===== config.mk =====
export PLATFORM = sky130hd
export DESIGN_NAME = io_port_unit
export DESIGN_NICKNAME = d
export VERILOG_FILES = /design/src/rtl/io_pkg.sv /design/src/rtl/io_sync2.sv /design/src/rtl/io_port_unit.sv
export SDC_FILE = /design/constraint.sdc
export NUM_CORES = 1
export LEC_CHECK = 0
export CAP_MARGIN = 30
export CORE_MARGIN = 5
export CORE_UTILIZATION = 30
export DETAILED_ROUTE_END_ITERATION = 10
export DONT_BUFFER_PORTS = 1
export PLACE_DENSITY_LB_ADDON = 0.15
export SETUP_SLACK_MARGIN = 0.02
export SYNTH_ARGS = -nofsm -noshare
export SYNTH_HDL_FRONTEND = slang
export SYNTH_HIERARCHICAL = 1
export SYNTH_SLANG_ARGS = --single-unit

===== constraint.sdc =====
create_clock -name clk -period 1.7 [get_ports clk]
set_input_delay 0.17 -clock clk [delete_from_list [all_inputs] [get_ports clk]]
set_output_delay 0.17 -clock clk [all_outputs]
set_load 0.02 [all_outputs]

===== src/rtl/io_pkg.sv =====
`timescale 1ns/1ps
`default_nettype none
// ============================================================================
// Module   : io_pkg
// Brief    : Shared constants and state encoding for the CPU I/O port unit.
// Revision : 1.0
// ============================================================================
package io_pkg;

  localparam int IO_WIDTH_DEF  = 8;
  localparam int IO_NPORTS_DEF = 4;

  // io_addr[IO_STATUS_BIT] selects the read-only status register
  localparam int IO_STATUS_BIT = 2;
  localparam int IO_IDX_BITS   = 2;

  // Status word layout: out_stb in the low nibble, overrun flags above it
  localparam int IO_STB_LSB = 0;
  localparam int IO_OVR_LSB = 4;

  typedef enum logic [0:0] {
    ST_IDLE = 1'b0,
    ST_PEND = 1'b1
  } port_state_e;

endpackage : io_pkg
`default_nettype wire


===== src/rtl/io_sync2.sv =====
`timescale 1ns/1ps
`default_nettype none
// ============================================================================
// Module   : io_sync2
// Brief    : Two-flop synchronizer for an asynchronous WIDTH-bit input bus.
// Revision : 1.0
// ============================================================================
module io_sync2 #(
  parameter int WIDTH = 8
) (
  input  logic             clk,
  input  logic             reset,
  input  logic [WIDTH-1:0] d,
  output logic [WIDTH-1:0] q
);

  logic [WIDTH-1:0] meta_q, meta_d;
  logic [WIDTH-1:0] sync_q, sync_d;

  always_comb begin
    meta_d = d;
    sync_d = meta_q;
  end

  always_ff @(posedge clk or negedge reset) begin
    if (!reset) begin
      meta_q <= '0;
      sync_q <= '0;
    end else begin
      meta_q <= meta_d;
      sync_q <= sync_d;
    end
  end

  assign q = sync_q;

endmodule : io_sync2
`default_nettype wire


===== src/rtl/io_port_unit.sv =====
`timescale 1ns/1ps
`default_nettype none
// ============================================================================
// Module   : io_port_unit
// Brief    : Responder for the CPU I/O bus: synchronized input ports, latched
//            output ports with strobe/ack handshake, sticky overrun status.
//            Define IO_IRQ_EN to add the input-change interrupt.
// Revision : 1.0
// ============================================================================
module io_port_unit
  import io_pkg::*;
#(
  parameter int WIDTH  = IO_WIDTH_DEF,
  parameter int NPORTS = IO_NPORTS_DEF
) (
  input  logic                    clk,
  input  logic                    reset,
  input  logic                    io_enable,
  input  logic                    io_write,
  input  logic [2:0]              io_addr,
  input  logic [WIDTH-1:0]        io_wdata,
  output logic [WIDTH-1:0]        io_rdata,
  input  logic [NPORTS*WIDTH-1:0] in_data,
  output logic [NPORTS*WIDTH-1:0] out_data,
  output logic [NPORTS-1:0]       out_stb,
  input  logic [NPORTS-1:0]       out_ack,
  output logic                    irq
);

  logic                    stat_sel;
  logic [IO_IDX_BITS-1:0]  port_idx;
  logic                    bus_rd;
  logic                    bus_wr;
  logic                    stat_rd;
  logic [NPORTS*WIDTH-1:0] sync_bus;
  logic [NPORTS-1:0]       overrun;
  logic [WIDTH-1:0]        status;
`ifdef IO_IRQ_EN
  logic [NPORTS-1:0]       irq_flag;
`endif

  assign stat_sel = io_addr[IO_STATUS_BIT];
  assign port_idx = io_addr[IO_IDX_BITS-1:0];
  assign bus_rd   = io_enable & ~io_write;
  assign bus_wr   = io_enable & io_write & ~stat_sel;
  assign stat_rd  = bus_rd & stat_sel;

  generate
    for (genvar p = 0; p < NPORTS; p++) begin : g_port
      port_state_e      state_q, state_d;
      logic [WIDTH-1:0] data_q, data_d;
      logic             ovr_q, ovr_d;
      logic             wr_hit;

      io_sync2 #(.WIDTH(WIDTH)) u_sync (
        .clk   (clk),
        .reset (reset),
        .d     (in_data[p*WIDTH +: WIDTH]),
        .q     (sync_bus[p*WIDTH +: WIDTH])
      );

      assign wr_hit = bus_wr & (port_idx == IO_IDX_BITS'(p));

      // A write landing together with an ack hands the old data over, so
      // only a write against an un-acked pending value counts as overrun.
      always_comb begin
        state_d = state_q;
        data_d  = data_q;
        ovr_d   = ovr_q & ~stat_rd;
        case (state_q)
          ST_IDLE: begin
            if (wr_hit) begin
              data_d  = io_wdata;
              state_d = ST_PEND;
            end
          end
          ST_PEND: begin
            if (wr_hit) begin
              data_d = io_wdata;
              if (!out_ack[p]) ovr_d = 1'b1;
            end else if (out_ack[p]) begin
              state_d = ST_IDLE;
            end
          end
          default: state_d = ST_IDLE;
        endcase
      end

      always_ff @(posedge clk or negedge reset) begin
        if (!reset) begin
          state_q <= ST_IDLE;
          data_q  <= '0;
          ovr_q   <= 1'b0;
        end else begin
          state_q <= state_d;
          data_q  <= data_d;
          ovr_q   <= ovr_d;
        end
      end

      assign out_data[p*WIDTH +: WIDTH] = data_q;
      assign out_stb[p]                 = (state_q == ST_PEND);
      assign overrun[p]                 = ovr_q;

`ifdef IO_IRQ_EN
      logic [WIDTH-1:0] prev_q, prev_d;
      logic             flag_q, flag_d;
      logic             rd_hit;

      assign rd_hit = bus_rd & ~stat_sel & (port_idx == IO_IDX_BITS'(p));

      // A change in the same cycle as the clearing read keeps the flag set.
      always_comb begin
        prev_d = sync_bus[p*WIDTH +: WIDTH];
        flag_d = (sync_bus[p*WIDTH +: WIDTH] != prev_q) | (flag_q & ~rd_hit);
      end

      always_ff @(posedge clk or negedge reset) begin
        if (!reset) begin
          prev_q <= '0;
          flag_q <= 1'b0;
        end else begin
          prev_q <= prev_d;
          flag_q <= flag_d;
        end
      end

      assign irq_flag[p] = flag_q;
`endif
    end : g_port
  endgenerate

  always_comb begin
    status                          = '0;
    status[IO_STB_LSB +: NPORTS]    = out_stb;
    status[IO_OVR_LSB +: NPORTS]    = overrun;
  end

  // Unpopulated port indices fall through and read as zero.
  always_comb begin
    io_rdata = '0;
    if (bus_rd) begin
      if (stat_sel) begin
        io_rdata = status;
      end else begin
        for (int i = 0; i < NPORTS; i++) begin
          if (port_idx == IO_IDX_BITS'(i)) io_rdata = sync_bus[i*WIDTH +: WIDTH];
        end
      end
    end
  end

`ifdef IO_IRQ_EN
  assign irq = |irq_flag;
`else
  assign irq = 1'b0;
`endif

endmodule : io_port_unit
`default_nettype wire


# ---- After elaboration in Yosys (flattened, before gate mapping)
# Cells that the tools add are included.
dict set report totals {
  ff_bits 104
}
dict set report classes {
  n_mux 38
  bitwise_logic 19
  n_eq_ne 3
  n_reduce_logical 1
}
# op n
set op_table {}
lappend op_table {{$mux 8} 10}
lappend op_table {{$mux 1} 24}
lappend op_table {{$and 1x1->1} 12}
lappend op_table {{$pmux 1 s2} 4}
lappend op_table {{$not 1->1} 7}
lappend op_table {{$eq 2x2->1 const B} 2}
lappend op_table {{$eq 2x1->1 const B} 1}
lappend op_table {{$logic_not 2->1} 1}

# ---- Logic depth before layout (Yosys ltp)
# Gate-level depths: netlist (run 1).
dict set report logic_depth {
  word_depth 8
  depth_mapped 5
  ltp_nobuf 3
}

# ---- By module
# Netlist (run 1), hierarchy kept.
# module area_per_inst_um2 cells_each instances
set by_module_without_submodules {}
lappend by_module_without_submodules {io_port_unit 1914.3 141 1}
lappend by_module_without_submodules {io_sync2 400.4 16 4}

# ---- Least setup slack after synthesis (run 1)
# OpenSTA, ideal clock, no wires.
dict set report synth_timing {
  path_type {input-to-output}
  startpoint {in io_addr[0]}
  endpoint {out io_rdata[7]}
  path_slack_ns 0.172
  cell_stages 3
  n_path_buf 1
  t_arrival_ns 1.358
  path_cell_list {or4b_1 clkbuf_1 o21ai_0}
}
dict set report synth_via {
  elab_chain_len 7
  elab_cells_between_ends 10
  cone_classes {3 x eq/ne; 6 x mux; 1 x reduce/logical}
}
# element line
set synth_rtl {}
lappend synth_rtl {{from (decl)} io_port_unit.sv:20} ;# input logic [2:0] io_addr,
lappend synth_rtl {{$logic_not 2->1} io_port_unit.sv:147} ;# if (port_idx == IO_IDX_BITS'(i)) io_rdata = sync_bus[i*WIDTH +: WIDTH];
lappend synth_rtl {{$mux 8 (3 in series)} io_port_unit.sv:147}
lappend synth_rtl {{$mux 8 (*)} io_port_unit.sv:147}
lappend synth_rtl {{$mux 8 (*)} io_port_unit.sv:143} ;# if (stat_sel) begin
lappend synth_rtl {{$mux 8 (*)} io_port_unit.sv:142} ;# if (bus_rd) begin
lappend synth_rtl {{to (decl)} io_port_unit.sv:22} ;# output logic [WIDTH-1:0] io_rdata,
# Every way passes the cells marked *; elsewhere a longest branch is shown, timed or not.

# ---- Worst setup path after layout (run 1)
dict set report layout_timing {
  startpoint {in io_addr[0]}
  endpoint {out io_rdata[3]}
}
# The elaborated chain is that of the path after synthesis.

==> reports/metrics.csv, run 1 <==
metric;value;unit
Yosys reg bits;104;
largest net degree at the start of global routing;105;
Synth Flop Type;dfrtp_1;
DR pass1 iterations;4;
antenna violation net count after detailed routing;0;
Initial Util;30.7;%
drt wl/cell;17.4;µm
die area;14000;µm²
clock skew;0.00354;ns
num rows;39;
core area;11500;µm²
most common cell after layout, fill and taps aside;dfrtp_1;
ratio of cells with drive above 1 in the final layout;22.4;%
initial antenna violation count;0;
clock buffer depth;2;
min-delay worst type;primary input to asynchronous set/reset pin;
Clock Tree Root;clkbuf_16;
Synth async-reset ratio;100;%
Hold WS;-0.478;ns
final setup fails;0;
worst skew pair latency;0.34;ns
met2 wire len;3.32;mm
Lkg Pwr;2.04;nW
Yosys warning count;6;
Final HPWL DP;4.71;mm
Worst setup SP type;primary input;
PwrDens;1230;nW/µm²
Syn Std Cell Area;3520;µm²
Buf+Inv Stages, Crit Path;0;
DRC viols;0;
Overflow after GRT;0;
Hold Fails Final Rpt;104;
Hold Buf Count CTS;42;
Top Metal Used;met4;
failing checks;hold timing;
maximum clock rate;0.642;GHz
Peak VDD IR;0.780;mV
crit-path cells;or4b_1, o22ai_1, a21o_1;
syn_nets;256;
Crit. path cell count;3;
most frequent cells in the layout;104 x dfrtp_1, 42 x dlygate4sd3_1, 24 x mux2_2;
Final Cycle Share;91.6;%
Syn Area/Cell;17.2;µm²
critical path peak fanout;8;
Setup crit start;io_addr[0];
number of diodes;0;
CP Class;primary input to primary output;
Cells after Synth;205;
Die W;118;µm
unrepaired setup endpoints after global routing;false;
Worst setup endpoint;io_rdata[3];
Syn-to-layout area delta;25.1;%
number of global-route vias before repair;1895;
Worst Path Arrival;1.39;ns
WL met1;2.93;mm
status;finished with violations;
count of pins over their slew limit;0;
CTS Buf Count;9;
DRT iter0 DRCs;76;
CTS tree;yes;
Reg-to-Reg Start;g_port[1].state_q$_DFF_PN0_;
Nets;305;
Routed WL;6.99;mm
clk slew on worst S/H paths;0.06;ns
PortBufs;0;
total track usage;10.5;%
Boundary Pins;96;
post-layout min period;1.56;ns
max-cap viol count;0;
Worst R2R Path Depth;1;
Req. time, crit path;1.53;ns
met3 WL;615;µm
EDFF count, synth;0;
H-tree levels;3;
Yosys cell types;28;
Critical R2R Capture;g_port[1].ovr_q$_DFF_PN0_;
first-pass GRT wire length;11.1;mm
slowest cell delay on critical path;0.73;ns
Chip Height;118;µm
cts repair resizes;0;
DR vias;1808;
clock sink count;104;
r2r setup slk;0.82;ns
Placer Congestion;0.664;
vias per cell;4.50;
critical path's top delay family;simple AND/OR/NAND/NOR gates;
post-synthesis sequential area ratio;74.0;%
setup TNS;0;ns
crit end category;primary output;
Setup Fix Bufs, Post-CTS;0;
CP max stage cell;or4b_1;
-- state kept, by name (all words and copies together) (netlist names) --
| name | flops |
|---|---|
| g_port.data_q | 32 |
| g_port.u_sync/meta_q | 32 |
| g_port.u_sync/q | 32 |
| g_port.ovr_q | 4 |
| g_port.state_q | 4 |
-- cells in the mapped netlist, types with 3 or more instances --
| cell | instances | area, µm² |
|---|---|---|
| dfrtp_1 | 104 | 2600 |
| mux2_2 | 24 | 270 |
| mux2i_1 | 16 | 160 |
| a21o_1 | 8 | 60.1 |
| mux2_4 | 8 | 120 |
| o22ai_1 | 6 | 37.5 |
| buf_4 | 5 | 37.5 |
| nand2_1 | 5 | 18.8 |
| buf_2 | 3 | 15.0 |
| o21ai_0 | 3 | 15.0 |
-- cell families after synthesis --
family          share of synthesized area, %
compound gates                          4.27
buf+inv                                 2.35
mux                                     15.7
simple gates                            3.59
flops                                   74.0
other cells                            0.107
-- area by class of cell --
cell class / instances / area, µm²
clock buffer: 11 / 243
clock inverter: 5 / 38.8
fill: 1058 / 7070
inverter: 2 / 7.51
multi-input combinational: 87 / 836
sequential: 104 / 2600
tap: 143 / 179
timing repair buffer: 50 / 493
-- metal layers --
metal	track usage, %	vias up
met5	0	-
met4	4.95	0
met3	4.54	11
met2	15.6	79
met1	13.2	912
li1	-	806
-- worst min-delay path by stage --
stage | from | to | cells past startpoint
6_report | reset | g_port[2].data_q[2]$_DFFE_PN0P_ | 0
5_1_grt | reset | g_port[0].data_q[0]$_DFFE_PN0P_ | 0
4_1_cts | reset | g_port[1].state_q$_DFF_PN0_ | 0
3_5_place_dp | reset | g_port[2].data_q[2]$_DFFE_PN0P_ | 0
3_3_place_gp | reset | g_port[2].data_q[2]$_DFFE_PN0P_ | 0
2_1_floorplan | reset | g_port[0].data_q[0]$_DFFE_PN0P_ | 0
-- power by group --
group	switching, mW	internal [mW]
Sequential	0.384	2.73
Clock	0.887	1.04
Combinational	0.107	0.257
Total	1.38	4.03
-- through the flow --
stage	cells	setup WS [ns]	util (%)	area, µm²	power (mW)
CTS	402	0.109	38.4	4400	5.52
global placement	344	0.115	32.2	3700	3.45
global route	402	0.0662	38.4	4400	5.67
finish	402	0.143	38.4	4400	5.41
floorplan	205	0.172	-	3520	3.37
detailed placement	344	0.108	32.2	3700	3.46
No activity file was read; power rests on OpenSTA's default activity.
==> inputs of run 2 (changes only) <==
PLACE_DENSITY_LB_ADDON = 0.1   (was 0.15)
==> run 2 against run 1 <==
The run still ends with hold timing left. Cell count grew 0.25%. Maximum frequency up 6.4%. Register-to-register slack about the same. Global-route usage is essentially flat. Flip-flop and latch count unchanged. Total power is 0.56% lower. Design area grew 0.20%. Clock skew shrank 0.0012 ns. Clock-buffer cell count down 2. Largest cell class unchanged. Highest routed layer unchanged.
==> reports/metrics.csv, run 2 (synthesized netlist as in run 1, its figures left out) <==
metric;value;unit
status;finished with violations;
failing checks;hold timing;
Hold Buf Count CTS;41;
CTS Buf Count;9;
DR pass1 iterations;4;
min-delay worst type;primary input to asynchronous set/reset pin;
antenna violation net count after detailed routing;0;
clock skew;0.00232;ns
crit end category;primary output;
maximum clock rate;0.684;GHz
Hold Fails Final Rpt;104;
Worst setup SP type;register;
CP Class;register to primary output;
critical path's top delay family;flip-flops;
count of pins over their slew limit;0;
clk slew on worst S/H paths;0.07;ns
Placer Congestion;0.705;
Overflow after GRT;0;
Chip Height;118;µm
number of diodes;0;
max-cap viol count;0;
PortBufs;0;
Setup Fix Bufs, Post-CTS;0;
Clock Tree Root;clkbuf_16;
num rows;39;
Routed WL;6.95;mm
most frequent cells in the layout;104 x dfrtp_1, 41 x dlygate4sd3_1, 24 x mux2_2;
Top Metal Used;met4;
Syn-to-layout area delta;25.4;%
die area;14000;µm²
crit-path cells;mux2i_1, o22ai_1, a21o_1;
H-tree levels;3;
CP max stage cell;dfrtp_1;
setup TNS;0;ns
DRC viols;0;
Peak VDD IR;0.663;mV
Worst Path Arrival;1.29;ns
final setup fails;0;
Boundary Pins;96;
Buf+Inv Stages, Crit Path;0;
largest net degree at the start of global routing;105;
met3 WL;725;µm
post-layout min period;1.46;ns
Final Cycle Share;86.0;%
DR vias;1790;
cts repair resizes;0;
DRT iter0 DRCs;107;
Overall Power;5.38;mW
most common cell after layout, fill and taps aside;dfrtp_1;
clock buffer depth;2;
met2 wire len;3.34;mm
clock sink count;104;
Hold WS;-0.480;ns
Nets;307;
total track usage;10.5;%
initial antenna violation count;0;
Final HPWL DP;4.97;mm
# fillers;1070;
Req. time, crit path;1.53;ns
WL met1;2.76;mm
first-pass GRT wire length;11.0;mm
vias per cell;4.44;
unrepaired setup endpoints after global routing;false;
PwrDens;1220;nW/µm²
core area;11500;µm²
number of global-route vias before repair;1880;
CTS tree;yes;
Die W;118;µm
worst skew pair latency;0.34;ns
slowest cell delay on critical path;0.36;ns
critical path peak fanout;1;
ratio of cells with drive above 1 in the final layout;23.5;%
Initial Util;30.7;%
drt wl/cell;17.2;µm
Lkg Pwr;2.05;nW
==> run 2: cell types whose count changed in the layout (fill, tap and decap cells not counted), sizes merged <==
| cell | previous run | this run |
|---|---|---|
| dlygate4sd3 | 42 | 41 |
| clkinvlp | 1 | 0 |
| clkinv | 2 | 3 |
| inv | 4 | 5 |
| buf | 8 | 11 |
| clkbuf | 11 | 9 |
==> run 2: worst paths after layout <==
kind	from	to	slack [ns]	cells past startpoint
worst max-delay path	g_port[2].u_sync/q[2]$_DFF_PN0_	io_rdata[2]	0.24	3
worst min-delay path	reset	g_port[3].data_q[1]$_DFFE_PN0P_	-0.48	0
worst max register to register	g_port[1].state_q$_DFF_PN0_	g_port[1].ovr_q$_DFF_PN0_	0.82	1
worst min register to register	g_port[3].u_sync/meta_q[3]$_DFF_PN0_	g_port[3].u_sync/q[3]$_DFF_PN0_	0.35	0
max in group asynchronous	reset	g_port[0].u_sync/q[4]$_DFF_PN0_	2.04	0
min in group clk	out_ack[2]	g_port[2].state_q$_DFF_PN0_	0.03	2
==> run 2: cell type report <==
type / instances / area, µm² / share of cell area [%]
repair buffers: 52 / 505 / 11.5
well taps: 143 / 179 / 4.06
flip-flops and latches: 104 / 2600 / 59.0
multi-input cells: 87 / 836 / 19.0
clock buffers: 9 / 225 / 5.11
clock inverters: 6 / 52.6 / 1.19
inverters: 2 / 7.51 / 0.170
==> run 2: stage by stage <==
step	hold slack (ns)	setup WS, ns	std cells	util (%)	cell area (µm²)
after floorplan	-0.126	0.172	205	-	3520
after global placement	-0.120	0.201	347	32.4	3720
after detailed placement	-0.121	0.244	347	32.4	3720
after CTS	-0.503	0.209	403	38.4	4410
after global routing	-0.507	0.150	403	38.4	4410
final	-0.480	0.237	403	38.4	4410
==> run 2: power breakdown <==
| part | internal (mW) | switching (mW) |
|---|---|---|
| combinational | 0.257 | 0.110 |
| clock | 1.01 | 0.892 |
| sequential | 2.73 | 0.382 |
| total | 3.99 | 1.38 |
==> run 2: per-layer routing <==
metal / vias to the layer above / global-route usage (%)
met2: 68 / 16.3
met5: - / 0
met3: 9 / 6.02
met4: 0 / 4.30
met1: 900 / 11.9
li1: 813 / -
==> inputs of run 3 (changes only) <==
SYNTH_HIERARCHICAL = default   (was 1)
==> run 3 against run 2 <==
The run still ends with hold timing left. Clock skew is 0.0018 ns higher. Combinational power is 7.1% higher. Register-to-register slack worse by 0.03 ns. Maximum frequency is 12% lower. Synthesized cell count is 5.4% lower. Via count is 5.3% lower. Cell count is 4.7% lower. Total power is 6.6% higher.
==> reports/metrics.csv, run 3 <==
metric;value;unit
Worst setup SP type;register;
Placer Congestion;0.706;
largest family of logic cells by synthesized area;multiplexers;
Synth Area in Compound Gates;1.30;%
most common cell after layout, fill and taps aside;dfrtp_1;
die area;14100;µm²
Setup Fix Bufs, Post-CTS;0;
register area;2600;µm²
Worst Path Arrival;1.48;ns
# fillers;1077;
post-synthesis sequential area ratio;73.2;%
PwrDens;1290;nW/µm²
post-synthesis mux area share;19.2;%
Lkg Pwr;1.95;nW
Hold Fails Final Rpt;104;
Sequential Power Share;54.5;%
top cells by area in the synthesized netlist;dfrtp_1 73%, mux2_2 7.6%, mux4_1 5.9%;
status;finished with violations;
Worst R2R Path Depth;1;
total track usage;10.6;%
clock buffer depth;2;
DR pass1 iterations;3;
Syn Std Cell Area;3550;µm²
sw frac;24.2;%
Multi-input gate area;903;µm²
Net Sw Power;1.39;mW
Cells after Synth;194;
Peak VDD IR;0.571;mV
clk slew on worst S/H paths;0.07;ns
worst skew pair latency;0.34;ns
critical path peak fanout;1;
Pint;4.34;mW
antenna violation net count after detailed routing;0;
min-delay worst type;primary input to asynchronous set/reset pin;
most frequent cells in the layout;104 x dfrtp_1, 40 x dlygate4sd3_1, 24 x mux2_2;
number of global-route vias before repair;1899;
Critical R2R Capture;g_port[2].ovr_q$_DFF_PN0_;
Synth Flop Type;dfrtp_1;
core area;11500;µm²
Overflow after GRT;0;
Die W;119;µm
top-area cell type share of the netlist area;73.2;%
Chip Height;119;µm
Yosys warning count;0;
DR vias;1695;
first-pass GRT wire length;11.0;mm
post-placement cell area;3660;µm²
DRT iter0 DRCs;93;
Synth top cells by count;104 x dfrtp_1, 24 x mux2_2;
xor and xnor area share after synthesis;0;%
Nets;287;
Routed WL;6.91;mm
H-tree levels;3;
CTS tree;yes;
failing checks;hold timing;
post-route cell area;4440;µm²
most common cell in the netlist;dfrtp_1;
worst slew pin tran;0.616;ns
count of pins over their slew limit;0;
drt wl/cell;18.0;µm
Final HPWL DP;4.84;mm
CP Class;register to primary output;
clock sink count;104;
Yosys reg bits;104;
vias per cell;4.41;
Hold WS;-0.486;ns
Boundary Pins;96;
Synth async-reset ratio;100;%
setup TNS;0;ns
Max-slew headroom;59.0;%
Synth Area in Adders;0;%
num rows;39;
Initial Util;30.9;%
initial antenna violation count;0;
crit end category;primary output;
Syn Area/Cell;18.3;µm²
number of diodes;0;
Reg-to-Reg Start;g_port[2].state_q$_DFF_PN0_;
clock skew;0.00408;ns
EDFF count, synth;0;
Req. time, crit path;1.53;ns
Hold Buf Count CTS;40;
ratio of cells with drive above 1 in the final layout;30.3;%
Comb pwr share;6.9;%
Yosys cell types;26;
Final Cycle Share;97.3;%
Post-Synth Simple-Gate Area;3.52;%
largest net degree at the start of global routing;105;
final setup fails;0;
post-layout min period;1.65;ns
unrepaired setup endpoints after global routing;true;
r2r setup slk;0.79;ns
DRC viols;0;
syn_nets;245;
PortBufs;0;
clock share of power;38.6;%
max-cap viol count;0;
maximum clock rate;0.604;GHz
Syn-to-layout area delta;24.9;%
Clock Tree Root;clkbuf_16;
CTS Buf Count;9;
area leader, netlist;dfrtp_1;
[run 3: final cells by class]
class | count | share of cell area, %
multi-input combinational | 77 | 20.4
clock buffer | 10 | 5.38
sequential | 104 | 58.6
inverter | 2 | 0.169
tap | 143 | 4.03
clock inverter | 6 | 2.06
timing repair buffer | 42 | 9.36
[run 3: power by group through the flow]
stage,logic [mW],registers (mW),clock network (mW)
2_1_floorplan,0.283,3.10,0
3_3_place_gp,0.277,3.17,0
3_5_place_dp,0.292,3.18,0
4_1_cts,0.380,3.13,2.31
5_1_grt,0.422,3.15,2.43
6_report,0.393,3.12,2.21
[run 3: how the worst max path moves through the flow]
stage,start,to,slack [ns],depth (start not counted)
after floorplan,io_addr[2],g_port[1].data_q[0]$_DFFE_PN0P_,0.39,4
after global placement,io_addr[2],g_port[1].data_q[3]$_DFFE_PN0P_,0.15,3
after detailed placement,io_addr[2],g_port[1].data_q[3]$_DFFE_PN0P_,0.09,3
after CTS,g_port[1].u_sync.q[0]$_DFF_PN0_,io_rdata[0],0.02,3
after global routing,g_port[0].u_sync.q[2]$_DFF_PN0_,io_rdata[2],-0.003,3
final,g_port[3].u_sync.q[6]$_DFF_PN0_,io_rdata[6],0.05,3
[run 3: timing repair]
item,CTS,global route
gates resized for setup,9,16
hold endpoints to repair,168,104
pin swaps,2,6
endpoints found under the setup margin,5,7
[run 3: kinds of logic after synthesis]
family / count (synthesis)
DFF: 104
muxes: 48
and+or+nand+nor: 22
buffers and inverters: 13
AOI/OAI and AO/OA: 6
other: 1
[run 3: stage by stage]
stage	total power, mW	utilization [%]	hold WS [ns]	instances	setup slack [ns]
6_report	5.73	38.5	-0.486	384	0.0455
5_1_grt	6.01	38.5	-0.514	384	-0.00253
4_1_cts	5.82	38.1	-0.507	384	0.0213
3_5_place_dp	3.47	31.8	-0.123	328	0.0917
3_3_place_gp	3.44	31.8	-0.122	328	0.147
2_1_floorplan	3.38	-	-0.126	194	0.395
[run 3: per-layer routing]
layer  routed length, µm  share of wire [%]  vias to the layer above  track usage [%]
met3                 655                9.5                       13             5.21
met1                2470                 36                      875             11.1
met4                 183                2.6                        0             6.08
met5                   0                  0                        -                0
met2                3600                 52                       64             17.4
li1                    -                  -                      743                -
[run 3: critical path, cell delays in order, from the launching register on]
cell,delay [ns]
dfrtp_1,0.36
mux4_2,0.52
mux2i_4,0.19
nor2_4,0.08
